[src/rtl/regbank_pkg.sv]
// Shared types and helpers for the parametrised register bank.
// Optional feature macro used by the bank: REGBANK_ZERO_REG_EN.
package regbank_pkg;

    typedef enum logic [1:0] {
        IDLE  = 2'd0,
        CLEAR = 2'd1,
        DONE  = 2'd2
    } state_t;

    // True when a register index addresses an existing register.
    function automatic logic in_range(input int unsigned addr, input int unsigned depth);
        return addr < depth;
    endfunction

endpackage

[src/rtl/regbank_read_port.sv]
// One registered operand read port: range check, write forwarding, busy zeroing.
// With REGBANK_ZERO_REG_EN defined, index 0 always reads as zero.
module regbank_read_port
    import regbank_pkg::*;
#(
    parameter int WIDTH = 8,
    parameter int DEPTH = 16,
    parameter int AW    = $clog2(DEPTH)
) (
    input  logic                         clk,
    input  logic                         rst,
    input  logic [DEPTH-1:0][WIDTH-1:0]  mem,
    input  logic [AW-1:0]                raddr,
    input  logic                         wr_acc,
    input  logic [AW-1:0]                waddr,
    input  logic [WIDTH-1:0]             wdata,
    input  logic                         busy,
    output logic [WIDTH-1:0]             rdata
);

    logic [WIDTH-1:0] rd_next;

    always_comb begin
        rd_next = '0;
        if (busy) begin
            rd_next = '0;
        end else if (wr_acc && (waddr == raddr)) begin
            rd_next = wdata;
        end else if (in_range(32'(raddr), DEPTH)) begin
            rd_next = mem[raddr];
        end
`ifdef REGBANK_ZERO_REG_EN
        if (raddr == '0) begin
            rd_next = '0;
        end
`endif
    end

    always_ff @(posedge clk) begin
        if (rst) begin
            rdata <= '0;
        end else begin
            rdata <= rd_next;
        end
    end

endmodule

[src/rtl/reg_bank_param.sv]
// Parametrised register bank: one write port, two registered read ports, debug port, clear sweep.
// Optional: define REGBANK_ZERO_REG_EN to hardwire register 0 to zero.
module reg_bank_param
    import regbank_pkg::*;
#(
    parameter  int WIDTH = 8,
    parameter  int DEPTH = 16,
    localparam int AW    = $clog2(DEPTH)
) (
    input  logic             clk,
    input  logic             rst,
    input  logic             we,
    input  logic [AW-1:0]    waddr,
    input  logic [WIDTH-1:0] wdata,
    input  logic [AW-1:0]    raddr_a,
    input  logic [AW-1:0]    raddr_b,
    output logic [WIDTH-1:0] rdata_a,
    output logic [WIDTH-1:0] rdata_b,
    input  logic [AW-1:0]    dbg_addr,
    output logic [WIDTH-1:0] dbg_data,
    input  logic             clr_req,
    output logic             busy,
    output logic             clr_done
);

    state_t                      state;
    logic [AW-1:0]               cnt;
    logic [DEPTH-1:0][WIDTH-1:0] mem;
    logic                        wr_acc;
    logic                        dbg_ok;

    // Writes land only in IDLE; during CLEAR and DONE they are dropped.
    always_comb begin
        wr_acc = we && (state == IDLE) && in_range(32'(waddr), DEPTH);
        dbg_ok = in_range(32'(dbg_addr), DEPTH);
`ifdef REGBANK_ZERO_REG_EN
        if (waddr == '0) begin
            wr_acc = 1'b0;
        end
        if (dbg_addr == '0) begin
            dbg_ok = 1'b0;
        end
`endif
    end

    assign dbg_data = dbg_ok ? mem[dbg_addr] : '0;

    always_ff @(posedge clk) begin
        if (rst) begin
            mem      <= '0;
            state    <= IDLE;
            cnt      <= '0;
            busy     <= 1'b0;
            clr_done <= 1'b0;
        end else begin
            clr_done <= 1'b0;
            if (wr_acc) begin
                mem[waddr] <= wdata;
            end
            case (state)
                IDLE: begin
                    if (clr_req) begin
                        state <= CLEAR;
                        cnt   <= '0;
                        busy  <= 1'b1;
                    end
                end
                CLEAR: begin
                    mem[cnt] <= '0;
                    cnt      <= cnt + 1'b1;
                    if (cnt == AW'(DEPTH - 1)) begin
                        state    <= DONE;
                        busy     <= 1'b0;
                        clr_done <= 1'b1;
                    end
                end
                DONE: begin
                    state <= IDLE;
                end
                default: begin
                    state <= IDLE;
                end
            endcase
        end
    end

    regbank_read_port #(.WIDTH(WIDTH), .DEPTH(DEPTH), .AW(AW)) u_port_a (
        .clk    (clk),
        .rst    (rst),
        .mem    (mem),
        .raddr  (raddr_a),
        .wr_acc (wr_acc),
        .waddr  (waddr),
        .wdata  (wdata),
        .busy   (busy),
        .rdata  (rdata_a)
    );

    regbank_read_port #(.WIDTH(WIDTH), .DEPTH(DEPTH), .AW(AW)) u_port_b (
        .clk    (clk),
        .rst    (rst),
        .mem    (mem),
        .raddr  (raddr_b),
        .wr_acc (wr_acc),
        .waddr  (waddr),
        .wdata  (wdata),
        .busy   (busy),
        .rdata  (rdata_b)
    );

endmodule
[config.mk]
export PLATFORM = sky130hd
export DESIGN_NAME = reg_bank_param
export DESIGN_NICKNAME = d
export VERILOG_FILES = /design/src/rtl/regbank_pkg.sv /design/src/rtl/regbank_read_port.sv /design/src/rtl/reg_bank_param.sv
export SDC_FILE = /design/constraint.sdc
export NUM_CORES = 1
export LEC_CHECK = 0
export CAP_MARGIN = 20
export CORE_UTILIZATION = 65
export CTS_CLUSTER_DIAMETER = 60
export CTS_CLUSTER_SIZE = 14
export DETAILED_ROUTE_END_ITERATION = 16
export GPL_TIMING_DRIVEN = 1
export PLACE_DENSITY = 0.86
export SLEW_MARGIN = 40
export SYNTH_ARGS = -nofsm -noshare
export SYNTH_HDL_FRONTEND = slang
export SYNTH_HIERARCHICAL = 1
export SYNTH_SLANG_ARGS = --single-unit
[constraint.sdc]
create_clock -name clk -period 3 [get_ports clk]
set_input_delay 0.45 -clock clk [delete_from_list [all_inputs] [get_ports clk]]
set_output_delay 0.45 -clock clk [all_outputs]
set_load 0.05 [all_outputs]
# Word level (Yosys, flattened, before mapping)
# Index checks and enable logic that the tools add are counted.
# classes
n_reduce_logical	12
magnitude_cmp	7
addsub	1
bitwise_logic	3
muxes	25
n_eq_ne	6
# op_table
op	count
128-bit two-way mux	3
128-bit bitwise AND	1
128-bit bitwise mux	1
128-bit inverter	1
8-bit binary-select mux with 4-bit select	3
8-bit demux with 4-bit select	2
8-bit two-way mux	7
4-bit by 5-bit < comparator with 1-bit output (second input constant)	5
4-bit == test	2
4-bit by 1-bit >= comparator with 1-bit output (second input constant)	2
4-bit case mux with 2 select lines	1
1-bit logical AND	5
4-bit by 1-bit adder with 4-bit output (second input constant)	1
4-bit == test (second input constant)	1
2-bit two-way mux	2
4-bit two-way mux	1
2-bit inequality test (second input constant)	2
2-bit case mux with 2 select lines	1
2-bit AND reduction	2
2-bit OR reduction	2
1-bit two-way mux	3
3-bit AND reduction	1
2-bit by 1-bit == test with 1-bit output (second input constant)	1
2-bit logical NOT	1
3 further kinds	3
# word_totals
word_cells	76
regBits	152

# Depth between registers and ports, before layout
# depth
depth_word	9
mapped_depth	6
depth_no_buf	5

# Hierarchy
# The synthesis kept the hierarchy.
# modules_own_cells
module	seq_area_each_um2	instances	area_per_inst_um2	cells_per_inst
reg_bank_param	2722.6	1	6154.7	681
regbank_read_port	160.2	2	1361.3	96

# Least setup slack after synthesis
# Ideal clock, no wire load.
# synth_timing
path_type	input to output
startpoint	input port dbg_addr[0]
endpoint	output port dbg_data[1]
n_path_buf	2
stages	5
path_slack_ps	567
t_arrival_ps	1983
path_cell_list	clkbuf_1 > buf_2 > mux4_2 > a22oi_1 > nand2_1
# synth_via
elab_chain_len	2
# synth_rtl
item	line	rtl
from (decl)	reg_bank_param.sv:19	input logic [AW-1:0] dbg_addr,
8-bit binary-select mux with 4-bit select	reg_bank_param.sv:46	assign dbg_data = dbg_ok ? mem[dbg_addr] : '0;
8-bit two-way mux (not written as such)	reg_bank_param.sv:46	
to (decl)	reg_bank_param.sv:20	output logic [WIDTH-1:0] dbg_data,
# Every way passes these cells. The select of a mux whose other input is x is not followed.

# Worst setup path after layout
# layout_timing
startpoint	input port dbg_addr[0]
endpoint	output port dbg_data[4]
# The elaborated chain is that of the path after synthesis.

==> flow_metrics.tcl <==
set metrics [dict create \
    min_period_over_period_pct 85.6 \
    avgRoutedWirePerCell_um 28.8 \
    grt_first_pass_wirelength_um 47700 \
    clock-sinks 152 \
    p_per_area_nw_per_um2 463 \
    row_count 42 \
    cts_tree "yes" \
    yosys_warnings 6 \
    hold_viol 0 \
    drt-total-wl_um 31400 \
    final_antenna_net_count 0 \
    min_period_ps 2570 \
    die_width_um 119 \
    synth_area_leaders "dfxtp_1 (34%), mux4_2 (19%), mux4_1 (5.9%)" \
    core_area_um2 13300 \
    power.leakage_nw 3.66 \
    crit_type "primary input to output pin" \
    vias 8112 \
    antennaDiodeCount 0 \
    endpoint_kind "output pin" \
    synthFlopType "dfxtp_1" \
    drv_slew 0 \
    status "finished clean" \
    root_buffer "clkbuf_16" \
    overflow 0 \
    dr.first_iter.drc_count 1198 \
    crit_top_cell "buf_4" \
    clk_path_buf_depth 2 \
    initial_core_util_pct 66.8 \
    die_area_um2 14100 \
    final_util_pct 74.8 \
    crit_chain "buf_2 -> buf_4 -> mux4_2 -> a22oi_1 -> nand2_1 -> buf_4" \
    layout-drive-gt1-share_pct 18.6 \
    synth_top_cell_area_share_pct 34.3 \
    grt_usage_pct 46.4 \
    io_pins 54 \
    fin_nets 934 \
    synthesis.nets 905 \
    yosysTopAreaCell "dfxtp_1" \
    synth_seq_cells 152 \
    start_kind "primary input" \
    worstPathArrival_ps 2120 \
    fillCellCount 924 \
    ctsHoldBuffers 0 \
    gp_congestion 1.02 \
    fin_skew_ps 10.0 \
    maxCapViolations 0 \
    postCtsSetupBuffers 0 \
    fin_setup_tns_ps 0 \
    clk-insertion-delay-late_ps 430 \
    io_buffers 53 \
    worstMarginPinSlew_ps 831 \
    h-tree-depth 4 \
    hpwl_um 22300 \
    finalPower_w 0.00460 \
    max_freq_ghz 0.389 \
    slowest_stage "mux4_2" \
    yosysUniqueCellTypes 45 \
    die_h_um 119 \
    async_reset_ff_share_pct 0 \
    post_cts_resize_count 0 \
    synth.avg_cell_area_um2 10.2 \
    vias_per_cell 7.44 \
    clk_pin_slew_ps 70 \
    grt_max_degree 34 \
    drcViolationCount 0 \
    ys_seq_area_share_pct 34.3 \
    ir_drop_mv 0.472 \
    final_common_cell "dfxtp_1" \
    dr.pass1.iters 6 \
    cp.required_ps 2550 \
    critPathMaxFanout 10 \
    synth_edf_count 0 \
    synth_cells 873 \
    min_path_type "flop to flop" \
    antenna_found_initial 0 \
    synth_area_um2 8880 \
    relSlewSlack_pct 44.2 \
    critical-path-max-stage-delay_ps 530 \
    cts_buffers 17 \
    grt_pass1_vias 7764 \
    rsz0062_at_grt "no" \
    final_cell_mix "dfxtp_1 (152), nand2_1 (128), a21oi_1 (98), mux4_2 (76), nor2_1 (55)" \
    report.final.setup_viol 0 \
    area_growth_pct 12.1 \
]
==> critical path: cells and delay by family <==
family / cells / cell delay, ps
AND/OR/NAND/NOR: 1 / 90
AO/OA/AOI/OAI: 1 / 210
buffers and inverters: 3 / 820
multiplexers: 1 / 530
==> cells in the mapped netlist, types with 6 or more instances <==
library cell     count
a22o_1              16
buf_2               10
a21o_1              16
a22oi_1             50
mux4_1              20
mux2i_1             32
mux4_2              76
nor2_1              55
a21oi_1             98
clkbuf_1            42
dfxtp_1            152
o21ai_0             48
nand3_1             50
clkdlybuf4s25_2      6
nor2b_1              6
nand2_1            128
xor2_1               6
==> cell families after synthesis <==
logic type | share of synthesized area, %
simple gates | 13.9
fa+ha+maj | 0.564
flops | 34.3
xor+xnor | 0.789
compound gates | 16.0
buf+inv | 5.40
mux | 29.1
==> worst paths after layout <==
kind,endpoint,start,slack (ps),depth (start not counted)
max,dbg_data[4],dbg_addr[0],430,6
min reg2reg,mem[51]$_SDFF_PP0_,mem[51]$_SDFF_PP0_,490,2
max reg2reg,mem[29]$_SDFF_PP0_,state[0]$_SDFFE_PP0P_,650,4
min,mem[51]$_SDFF_PP0_,mem[51]$_SDFF_PP0_,490,2
==> registers in the layout, summed over array words and instances, names as in the netlist <==
name            cells
cnt                 4
mem               128
u_port_b/rdata      8
state               2
busy                1
u_port_a/rdata      8
clr_done            1
==> report_power, final <==
| group | total (W) | internal, W | switching, W |
|---|---|---|---|
| logic | 0.000521 | 0.000185 | 0.000336 |
| registers | 0.00207 | 0.00204 | 0.0000335 |
| clock network | 0.00201 | 0.00108 | 0.000925 |
| total | 0.00460 | 0.00331 | 0.00129 |
==> layout make-up <==
cell class / count / area, µm² / area share, %
well taps: 176 / 220 / 2.21
clock buffers: 19 / 433 / 4.35
repair buffers: 85 / 758 / 7.62
multi-input cells: 643 / 5370 / 54.0
flip-flops and latches: 152 / 3040 / 30.6
clock inverters: 13 / 113 / 1.13
inverters: 3 / 11.3 / 0.113
==> metal layers <==
layer | global-route usage [%] | up-vias | routed length (µm)
li1 | - | 3373 | -
met1 | 61.1 | 3929 | 11200
met2 | 68.8 | 696 | 13800
met3 | 15.5 | 114 | 4820
met4 | 23.3 | 0 | 1660
met5 | 0 | - | 0
==> per-stage QoR <==
step	cell area, µm²	setup WS, ps	hold slack, ps	std cells
6_report	9950	432	492	1091
4_1_cts	9960	441	489	1091
3_5_place_dp	9410	280	480	1059
3_3_place_gp	9440	390	463	1059
5_1_grt	9950	336	493	1091
2_1_floorplan	8880	567	450	873
Note: power is estimated with default switching activity, not from simulation.
